==> src/rtl/pipe_pkg.sv <==
// Shared pipeline definitions: forwarding select encodings and the per-stage
// control fields shadowed by the hazard unit.
package pipe_pkg;

    localparam int unsigned REG_AW = 5;

    localparam logic [1:0] FWD_REG = 2'b00;
    localparam logic [1:0] FWD_WB  = 2'b01;
    localparam logic [1:0] FWD_MEM = 2'b10;

    typedef struct packed {
        logic [REG_AW-1:0] rd;
        logic              regwrite;
        logic              memread;
    } stage_ctrl_t;

endpackage

==> src/rtl/fwd_select.sv <==
// Operand forwarding select for one EX-stage source register.
// EX/MEM takes priority over MEM/WB because it holds the younger result.
module fwd_select
    import pipe_pkg::*;
#(
    parameter int unsigned AW = pipe_pkg::REG_AW
) (
    input  logic [AW-1:0] src,
    input  logic [AW-1:0] mem_rd,
    input  logic          mem_regwrite,
    input  logic [AW-1:0] wb_rd,
    input  logic          wb_regwrite,
    output logic [1:0]    sel
);

    always_comb begin
        sel = FWD_REG;
        if (mem_regwrite && (mem_rd != '0) && (mem_rd == src)) begin
            sel = FWD_MEM;
        end else if (wb_regwrite && (wb_rd != '0) && (wb_rd == src)) begin
            sel = FWD_WB;
        end
    end

endmodule

==> src/rtl/hazard_forward_unit.sv <==
// Hazard controller for the 5-stage core: operand forwarding selects,
// load-use stall, branch flush and saturating debug event counters.
module hazard_forward_unit
    import pipe_pkg::*;
#(
    parameter int unsigned REG_AW = pipe_pkg::REG_AW,
    parameter int unsigned CNT_W  = 32
) (
    input  logic              clk,
    input  logic              rst,
    input  logic              id_valid,
    input  logic [REG_AW-1:0] id_rs1,
    input  logic [REG_AW-1:0] id_rs2,
    input  logic              id_use_rs1,
    input  logic              id_use_rs2,
    input  logic [REG_AW-1:0] id_rd,
    input  logic              id_regwrite,
    input  logic              id_memread,
    input  logic              branch_taken,
    output logic [1:0]        forward_a,
    output logic [1:0]        forward_b,
    output logic              stall,
    output logic              pc_write,
    output logic              ifid_write,
    output logic              ifid_flush,
    output logic              idex_bubble,
    output logic [CNT_W-1:0]  stall_count,
    output logic [CNT_W-1:0]  flush_count
);

    stage_ctrl_t       ex_q, ex_d, mem_q, wb_q;
    logic [REG_AW-1:0] ex_rs1_q, ex_rs1_d, ex_rs2_q, ex_rs2_d;
    logic              hit_rs1, hit_rs2;

    always_comb begin
        hit_rs1     = id_use_rs1 && (id_rs1 == ex_q.rd);
        hit_rs2     = id_use_rs2 && (id_rs2 == ex_q.rd);
        // A taken branch squashes the ID instruction, so it cannot stall.
        stall       = id_valid && ex_q.memread && (ex_q.rd != '0) &&
                      (hit_rs1 || hit_rs2) && !branch_taken;
        pc_write    = !stall;
        ifid_write  = !stall;
        ifid_flush  = branch_taken;
        idex_bubble = stall || branch_taken;
    end

    always_comb begin
        ex_d     = '0;
        ex_rs1_d = '0;
        ex_rs2_d = '0;
        if (id_valid && !idex_bubble) begin
            ex_d.rd       = id_rd;
            ex_d.regwrite = id_regwrite;
            ex_d.memread  = id_memread;
            ex_rs1_d      = id_rs1;
            ex_rs2_d      = id_rs2;
        end
    end

    always_ff @(posedge clk) begin
        if (rst) begin
            ex_q        <= '0;
            ex_rs1_q    <= '0;
            ex_rs2_q    <= '0;
            mem_q       <= '0;
            wb_q        <= '0;
            stall_count <= '0;
            flush_count <= '0;
        end else begin
            ex_q     <= ex_d;
            ex_rs1_q <= ex_rs1_d;
            ex_rs2_q <= ex_rs2_d;
            mem_q    <= ex_q;
            wb_q     <= mem_q;
            if (stall && (stall_count != '1)) begin
                stall_count <= stall_count + CNT_W'(1);
            end
            if (branch_taken && (flush_count != '1)) begin
                flush_count <= flush_count + CNT_W'(1);
            end
        end
    end

    fwd_select #(
        .AW (REG_AW)
    ) u_fwd_a (
        .src          (ex_rs1_q),
        .mem_rd       (mem_q.rd),
        .mem_regwrite (mem_q.regwrite),
        .wb_rd        (wb_q.rd),
        .wb_regwrite  (wb_q.regwrite),
        .sel          (forward_a)
    );

    fwd_select #(
        .AW (REG_AW)
    ) u_fwd_b (
        .src          (ex_rs2_q),
        .mem_rd       (mem_q.rd),
        .mem_regwrite (mem_q.regwrite),
        .wb_rd        (wb_q.rd),
        .wb_regwrite  (wb_q.regwrite),
        .sel          (forward_b)
    );

endmodule

==> config.mk <==
export PLATFORM = sky130hd
export DESIGN_NAME = hazard_forward_unit
export DESIGN_NICKNAME = d
export VERILOG_FILES = /design/src/rtl/pipe_pkg.sv /design/src/rtl/fwd_select.sv /design/src/rtl/hazard_forward_unit.sv
export SDC_FILE = /design/constraint.sdc
export NUM_CORES = 1
export LEC_CHECK = 0
export CORE_MARGIN = 3
export CORE_UTILIZATION = 55
export CTS_BUF_LIST = sky130_fd_sc_hd__clkbuf_16
export DETAILED_ROUTE_END_ITERATION = 10
export PLACE_DENSITY = 0.86
export SYNTH_ARGS = -nofsm -noshare
export SYNTH_HDL_FRONTEND = slang
export SYNTH_HIERARCHICAL = 1
export SYNTH_SLANG_ARGS = --single-unit
==> constraint.sdc <==
create_clock -name clk -period 5.2 [get_ports clk]
set_input_delay 1.3 -clock clk [delete_from_list [all_inputs] [get_ports clk]]
set_output_delay 1.3 -clock clk [all_outputs]
set_load 0.02 [all_outputs]
==> results of run 1 <==
==> synthesized netlist by cell type (2+ instances only) <==
library cell / count / area share (%)
nand3_1: 29 / 3.3
nor4_1: 8 / 1.1
a21o_1: 2 / 0.34
or3_1: 10 / 1.4
and2_1: 24 / 3.4
nor2_1: 56 / 4.8
xor2_1: 26 / 5.2
o31ai_1: 11 / 1.9
ha_1: 2 / 0.57
buf_4: 2 / 0.34
inv_1: 15 / 1.3
nor2b_1: 18 / 2.6
nand2b_1: 3 / 0.43
nand4_1: 24 / 3.4
nor3_2: 2 / 0.45
o21ai_1: 4 / 0.45
o21ai_0: 7 / 0.79
o211ai_1: 2 / 0.34
a211oi_2: 2 / 0.57
mux2_1: 9 / 2.3
a21oi_1: 25 / 2.8
and4_1: 11 / 2.2
xnor2_1: 28 / 5.6
clkbuf_1: 13 / 1.1
or4_1: 12 / 2.0
buf_2: 2 / 0.23
nor3_1: 11 / 1.2
o41ai_2: 2 / 0.74
nand2_1: 31 / 2.6
a31oi_1: 2 / 0.28
nor4b_1: 2 / 0.40
and3_1: 4 / 0.57
dfxtp_1: 93 / 42
==> worst register-to-register path, stage by stage, from the launching register on <==
cell and delay, ns:
dfxtp_1 0.39, ha_1 0.22, nand4_1 0.18, nor4_1 0.57, nand4_1 0.27, and4_1 0.39
nand3_1 0.14, mux2_1 0.33
==> per-stage QoR <==
stage          setup WS, ns  hold slack, ns
5_1_grt               0.417           0.462
6_report              0.549           0.446
2_1_floorplan          1.49           0.414
3_5_place_dp          0.574           0.426
4_1_cts               0.545           0.454
3_3_place_gp          0.582           0.418
==> flip-flops by register name, indices dropped and copies added, names as in the netlist <==
register / count
ex_q: 7
ex_rs1_q: 5
ex_rs2_q: 5
flush_count: 32
mem_q: 6
stall_count: 32
wb_q: 6
==> layout make-up <==
type	count	area share, %
Multi-Input combinational cell	379	42.1
Inverter	15	0.985
Clock inverter	7	1.12
Timing Repair Buffer	99	17.1
Tap cell	102	2.23
Sequential cell	93	32.6
Clock buffer	9	3.94
==> routing by layer <==
layer / routed length (um) / up-vias
met2: 5750 / 109
met5: 0 / -
met1: 4470 / 1898
li1: - / 1974
met4: 101 / 0
met3: 474 / 11
==> final timing paths <==
path,startpoint,to,slack [ns],cells after the start
worst min-delay path,ex_q[1],mem_q[1],0.45,1
worst min register to register,ex_q[1],mem_q[1],0.45,1
worst max-delay path,id_rs1[4],idex_bubble,0.55,7
worst max register to register,stall_count[0],stall_count[18],2.60,7
==> layout by cell type (no fill, tap or decap), types with 10 or more instances in the layout <==
master	netlist	final
xnor2_1	28	28
and2_1	24	24
nand2_1	31	31
clkdlybuf4s50_1	0	94
a21oi_1	25	25
nand4_1	24	24
nand3_1	29	29
and4_1	11	11
or4_1	12	12
nor2b_1	18	18
or3_1	10	10
dfxtp_1	93	93
xor2_1	26	26
nor3_1	11	11
nor2_1	56	56
o31ai_1	11	11
inv_1	15	15
==> power groups by stage <==
stage / Clock, uW / Combinational (uW) / Sequential [uW]
global route: 669 / 77.2 / 727
CTS: 638 / 70.8 / 726
detailed placement: 0 / 69.8 / 743
floorplan: 0 / 37.6 / 742
finish: 634 / 70.5 / 726
global placement: 0 / 68.3 / 742
==> cell families after synthesis <==
| kind of cell | after synthesis | synth area share, % |
|---|---|---|
| xor+xnor | 54 | 10.7 |
| flops | 93 | 42.2 |
| fa+ha+maj | 2 | 0.567 |
| compound gates | 63 | 9.36 |
| buf+inv | 34 | 3.29 |
| simple gates | 250 | 31.4 |
| mux | 10 | 2.52 |
==> results.md, run 1 <==
- Hold Crit Class: flop to flop
- Clock Skew: about 0.011 ns
- Net Sw Frac: 23.9%
- IO Pins: 96
- Register area share after synthesis: 42.2%
- Total leakage power: 0.00195 uW
- Clock latency on the worst-skew pair: approximately 0.34 ns
- Sequence of cells on the critical path: clkdlybuf4s50_1 > xnor2_1 > nand4_1 > o22ai_1 > buf_4 > a21o_1 > clkdlybuf4s50_1
- Min cycle time layout: 4.65 ns
- Most used cell, CP: clkdlybuf4s50_1
- Synth Area per Inst: 8.72 um2
- Synth Flop Type: dfxtp_1
- Crit path DAT: 3.35 ns
- PostCTS Resize Cnt: 0
- # Post-CTS Setup Buffers: 0
- Ys async rst share: 0%
- Final non-filler cell total: between 700 and 800
- Clk slew on worst S/H paths: 0.07 ns
- Clock tree buffer depth: 2
- Clock sink count: 93
- Largest net degree at the start of global routing: 47
- Fmax: between 0.2 and 0.25 GHz
- Seq pwr share: around half
- Status: completed
- P&R area growth vs syn: 29.5%
- Met2 Track Usage GR: approximately two fifths
- Rows: 32
- #FFs+latches synth: 93
- Pint: roughly 1100 uW
- Cts hold-fix bufs: 0
- Critical Path RT: between 3 and 4 ns
- Comb power frac: under 10%
- Share of cells above drive strength 1: around 5.0%
- CTS Root Cell: clkbuf_16
- Worst Path Buf+Inv: 3
- Final TNS setup: 0 ns
- Peak supply drop: approximately 0.16 mV
- Placeable Area: ~0.008 mm2
- Period Utilization, post-route: between 80% and 90%
- Mapped Area: ~0.0044 mm2
- Layout fillers: 563
- Pwr per Cell Area: 250 mW/mm2
- Final ANT Viol Nets: 0
- IO buf count: between 90 and 100
- Tot Pwr: roughly 1400 uW
- Sw Pwr: approximately 340 uW
- Starting density of the core: roughly 57%
- First-pass GRT wire length: about 18000 um
- Syn. warnings: 6
- Chip width: between 90 and 100 um
- Number of unique standard cell types used by synthesis: between 40 and 50
- Crit Path Max Fanout: 6
- Total track usage: about 24%
- Post-Place Cells: 688
- DIE AREA: between 0.009 and 0.01 mm2
- CTS tree: done
- Fin nets: between 600 and 700
- Initial detailed-routing violation count: between 100 and 150
- Routing usage on met3: about 4.7%
- WL/cell: about 15 um
- Nature of the critical path endpoint: output port
- Drt drc: 0
- Routed vias: ~4000
- Grt ovf: 0
- Register Area: around 0.0019 mm2
- Final Hold Viols: 0
- DRT Pass-1 Iters: 4
- GRT Max-Usage Layer: met2
- Final setup vio count: 0
- Clock network power share: between 40% and 50%
- Delay-heaviest family, CP: buffers and inverters
- DP Wirelength: around 8000 um
- N_diodes: 0
- Crit Path Category: input port to output port
- Grt met1 use: between 20 and 30%
- DR vias/cell: 5.67
- CP peak stage delay: between 0.6 and 0.7 ns
- Max Cap Viol: 0
- Post-DP Area: approximately 0.0054 mm2
- Design Area, Final: approximately 0.0057 mm2
- RSZ-0062 raised after global routing: false
- Syn_nets: approximately 530
- Slowest CP cell: clkdlybuf4s50_1
- Total wire length: around 11000 um
- Worst Tran Pin Value: around 0.80 ns
- Gpl congestion: 0.832
- Die height: roughly 96 um
- Slew HR: approximately 46%
- Initial antenna violation count: 0
- Post-Syn Instances: roughly 510
- Area taken by multi-input logic gates: ~0.0024 mm2
- Max-slew violations: 0
- Final Util: between 70% and 80%
- TritonCTS Buffers: 9
- H-tree levels: 3
- Number of global-route vias before repair: roughly 3800
- Post-synth EDFFs: 0
- Critical Path Start Type: input port
(Power assumes the default switching activity.)
==> run 2: changes to the inputs <==
- CORE_MARGIN: 3 -> 8
- CTS_CLUSTER_DIAMETER: unset -> 150
==> results.md, run 2 (same netlist as run 1, synthesis figures left out) <==
- CTS tree: done (unchanged)
- CP peak stage delay: 0.62 ns (about the same)
- Fmax: 0.216 GHz (was 0.215 GHz)
- DIE AREA: 0.0111 mm2 (was 0.00913 mm2)
- Commonest non-fill, non-tap cell in the layout: clkdlybuf4s50_1 (unchanged)
- Cts hold-fix bufs: 0 (unchanged)
- Clock tree buffer depth: 2 (unchanged)
- IO buf count: 95 (unchanged)
- Max Cap Viol: 0 (unchanged)
- Top Registers: flush_count: 32 flops, stall_count: 32 flops, ex_q: 7 flops (unchanged)
- Final Hold Viols: 0 (unchanged)
- IO Pins: 96 (unchanged)
- Area taken by multi-input logic gates: 0.00241 mm2 (unchanged)
- Clock latency on the worst-skew pair: 0.34 ns (about the same)
- Hold Crit Class: flop to flop (unchanged)
- Fin nets: 623 (was 622)
- Clock Skew: 0.00897 ns (was 0.0111 ns)
- Crit path DAT: 3.33 ns (was 3.35 ns)
- RSZ-0062 raised after global routing: false (unchanged)
- N_diodes: 0 (unchanged)
- DRT Pass-1 Iters: 4 (unchanged)
- First-pass GRT wire length: 19100 um (was 17500 um)
- H-tree levels: 3 (unchanged)
- Status: completed (unchanged)
- Drt drc: 0 (unchanged)
- Total wire length: 11700 um (was 10800 um)
- Critical Path Start Type: input port (unchanged)
- Peak supply drop: 0.210 mV (was 0.158 mV)
- DR vias/cell: 5.74 (was 5.67)
- PostCTS Resize Cnt: 0 (unchanged)
- Number of global-route vias before repair: 3984 (was 3792)
- Min cycle time layout: 4.63 ns (was 4.65 ns)
- WL/cell: 16.6 um (was 15.3 um)
- Clk slew on worst S/H paths: 0.07 ns (about the same)
- Clock sink count: 93 (unchanged)
- Sequence of cells on the critical path: clkdlybuf4s50_1 > xnor2_1 > nand4_1 > o22ai_1 > buf_4 > a21o_1 > clkdlybuf4s50_1 (unchanged)
- Delay-heaviest family, CP: buffers and inverters (unchanged)
- Slew HR: 37.3% (was 46.3%)
- Max-slew violations: 0 (unchanged)
- Grt ovf: 0 (unchanged)
- Gpl congestion: 0.806 (was 0.832)
- Initial detailed-routing violation count: 156 (was 135)
- Worst Path Buf+Inv: 3 (unchanged)
- Crit Path Category: input port to output port (unchanged)
- Register Area: 0.00186 mm2 (unchanged)
- Period Utilization, post-route: 89.1% (was 89.4%)
- Share of cells above drive strength 1: 5.14% (was 4.98%)
- Setup WS pre-CTS: 0.594 ns (was 0.574 ns)
- Worst Tran Pin Value: 0.940 ns (was 0.801 ns)
- Placeable Area: 0.00777 mm2 (unchanged)
- Most used cell, CP: clkdlybuf4s50_1 (unchanged)
- Chip width: 106 um (was 95.6 um)
- DP Wirelength: 8330 um (was 7820 um)
- CTS Root Cell: clkbuf_16 (unchanged)
- Rows: 32 (unchanged)
- Largest net degree at the start of global routing: 55 (was 47)
- Nature of the critical path endpoint: output port (unchanged)
- TritonCTS Buffers: 9 (unchanged)
- Routed vias: 4049 (was 3992)
- Initial antenna violation count: 0 (unchanged)
- Slowest CP cell: clkdlybuf4s50_1 (unchanged)
- # Post-CTS Setup Buffers: 0 (unchanged)
- Starting density of the core: 56.8% (unchanged)
- Die height: 106 um (was 95.6 um)
- Flop2flop setup slack: 2.46 ns (was 2.60 ns)
- Crit Path Max Fanout: 6 (unchanged)
- Final setup vio count: 0 (unchanged)
- Layout fillers: 570 (was 563)
- Total leakage power: 0.00197 uW (was 0.00195 uW)
- Final ANT Viol Nets: 0 (unchanged)
- Tot Pwr: 1510 uW (was 1430 uW)
- Total track usage: 20.6% (was 24.0%)
- P&R area growth vs syn: 30.5% (was 29.5%)
- Most frequent cells in the layout: clkdlybuf4s50_1, dfxtp_1, nor2_1, nand2_1, nand3_1 (unchanged)
- Setup ws final: 0.566 ns (was 0.549 ns)
- Final TNS setup: 0 ns (unchanged)
- Pwr per Cell Area: 262 mW/mm2 (was 250 mW/mm2)
- Critical Path RT: 3.90 ns (about the same)
==> run 2: worst reg2reg max path, stage by stage (launching register included) <==
cell and delay [ns]:
dfxtp_1 0.42, ha_1 0.21, nand4_1 0.21, nor4_1 0.66, nand4_1 0.27, and4_1 0.40
nand3_1 0.14, mux2_1 0.32
==> run 2: final timing paths <==
check / cells past startpoint / from / to
max reg2reg: 7 / stall_count[0] / stall_count[18]
min: 1 / ex_q[1] / mem_q[1]
max: 7 / id_rs1[4] / idex_bubble
min reg2reg: 1 / ex_q[1] / mem_q[1]
==> run 2: layout make-up <==
| type | instances | share of cell area (%) |
|---|---|---|
| Timing Repair Buffer | 100 | 17.1 |
| Multi-Input combinational cell | 379 | 41.8 |
| Sequential cell | 93 | 32.3 |
| Clock inverter | 7 | 1.72 |
| Clock buffer | 9 | 3.91 |
| Tap cell | 102 | 2.22 |
| Inverter | 15 | 0.978 |
==> run 2: metal layers <==
metal | routed length (um) | global-route usage, % | part of all wire, % | vias to the layer above
li1 | - | - | - | 1977
met1 | 4760 | 22.4 | 41 | 1920
met2 | 5980 | 37.0 | 51 | 121
met3 | 608 | 4.32 | 5.2 | 31
met4 | 365 | 10.6 | 3.1 | 0
met5 | 0 | 0 | 0 | -
==> run 2: power breakdown <==
group / switching, uW / internal [uW]
clock network: 286 / 424
logic: 36.0 / 36.7
registers: 8.30 / 718
total: 330 / 1180
==> run 2: per-stage QoR <==
step                      utilization [%]  hold WS (ns)  std cells  instance area [um2]
after floorplan                         -         0.414        506                 4410
after global placement               70.0         0.420        689                 5440
after detailed placement             70.0         0.435        689                 5440
after CTS                            74.1         0.451        705                 5760
after global routing                 74.1         0.467        705                 5760
final                                74.1         0.446        705                 5760
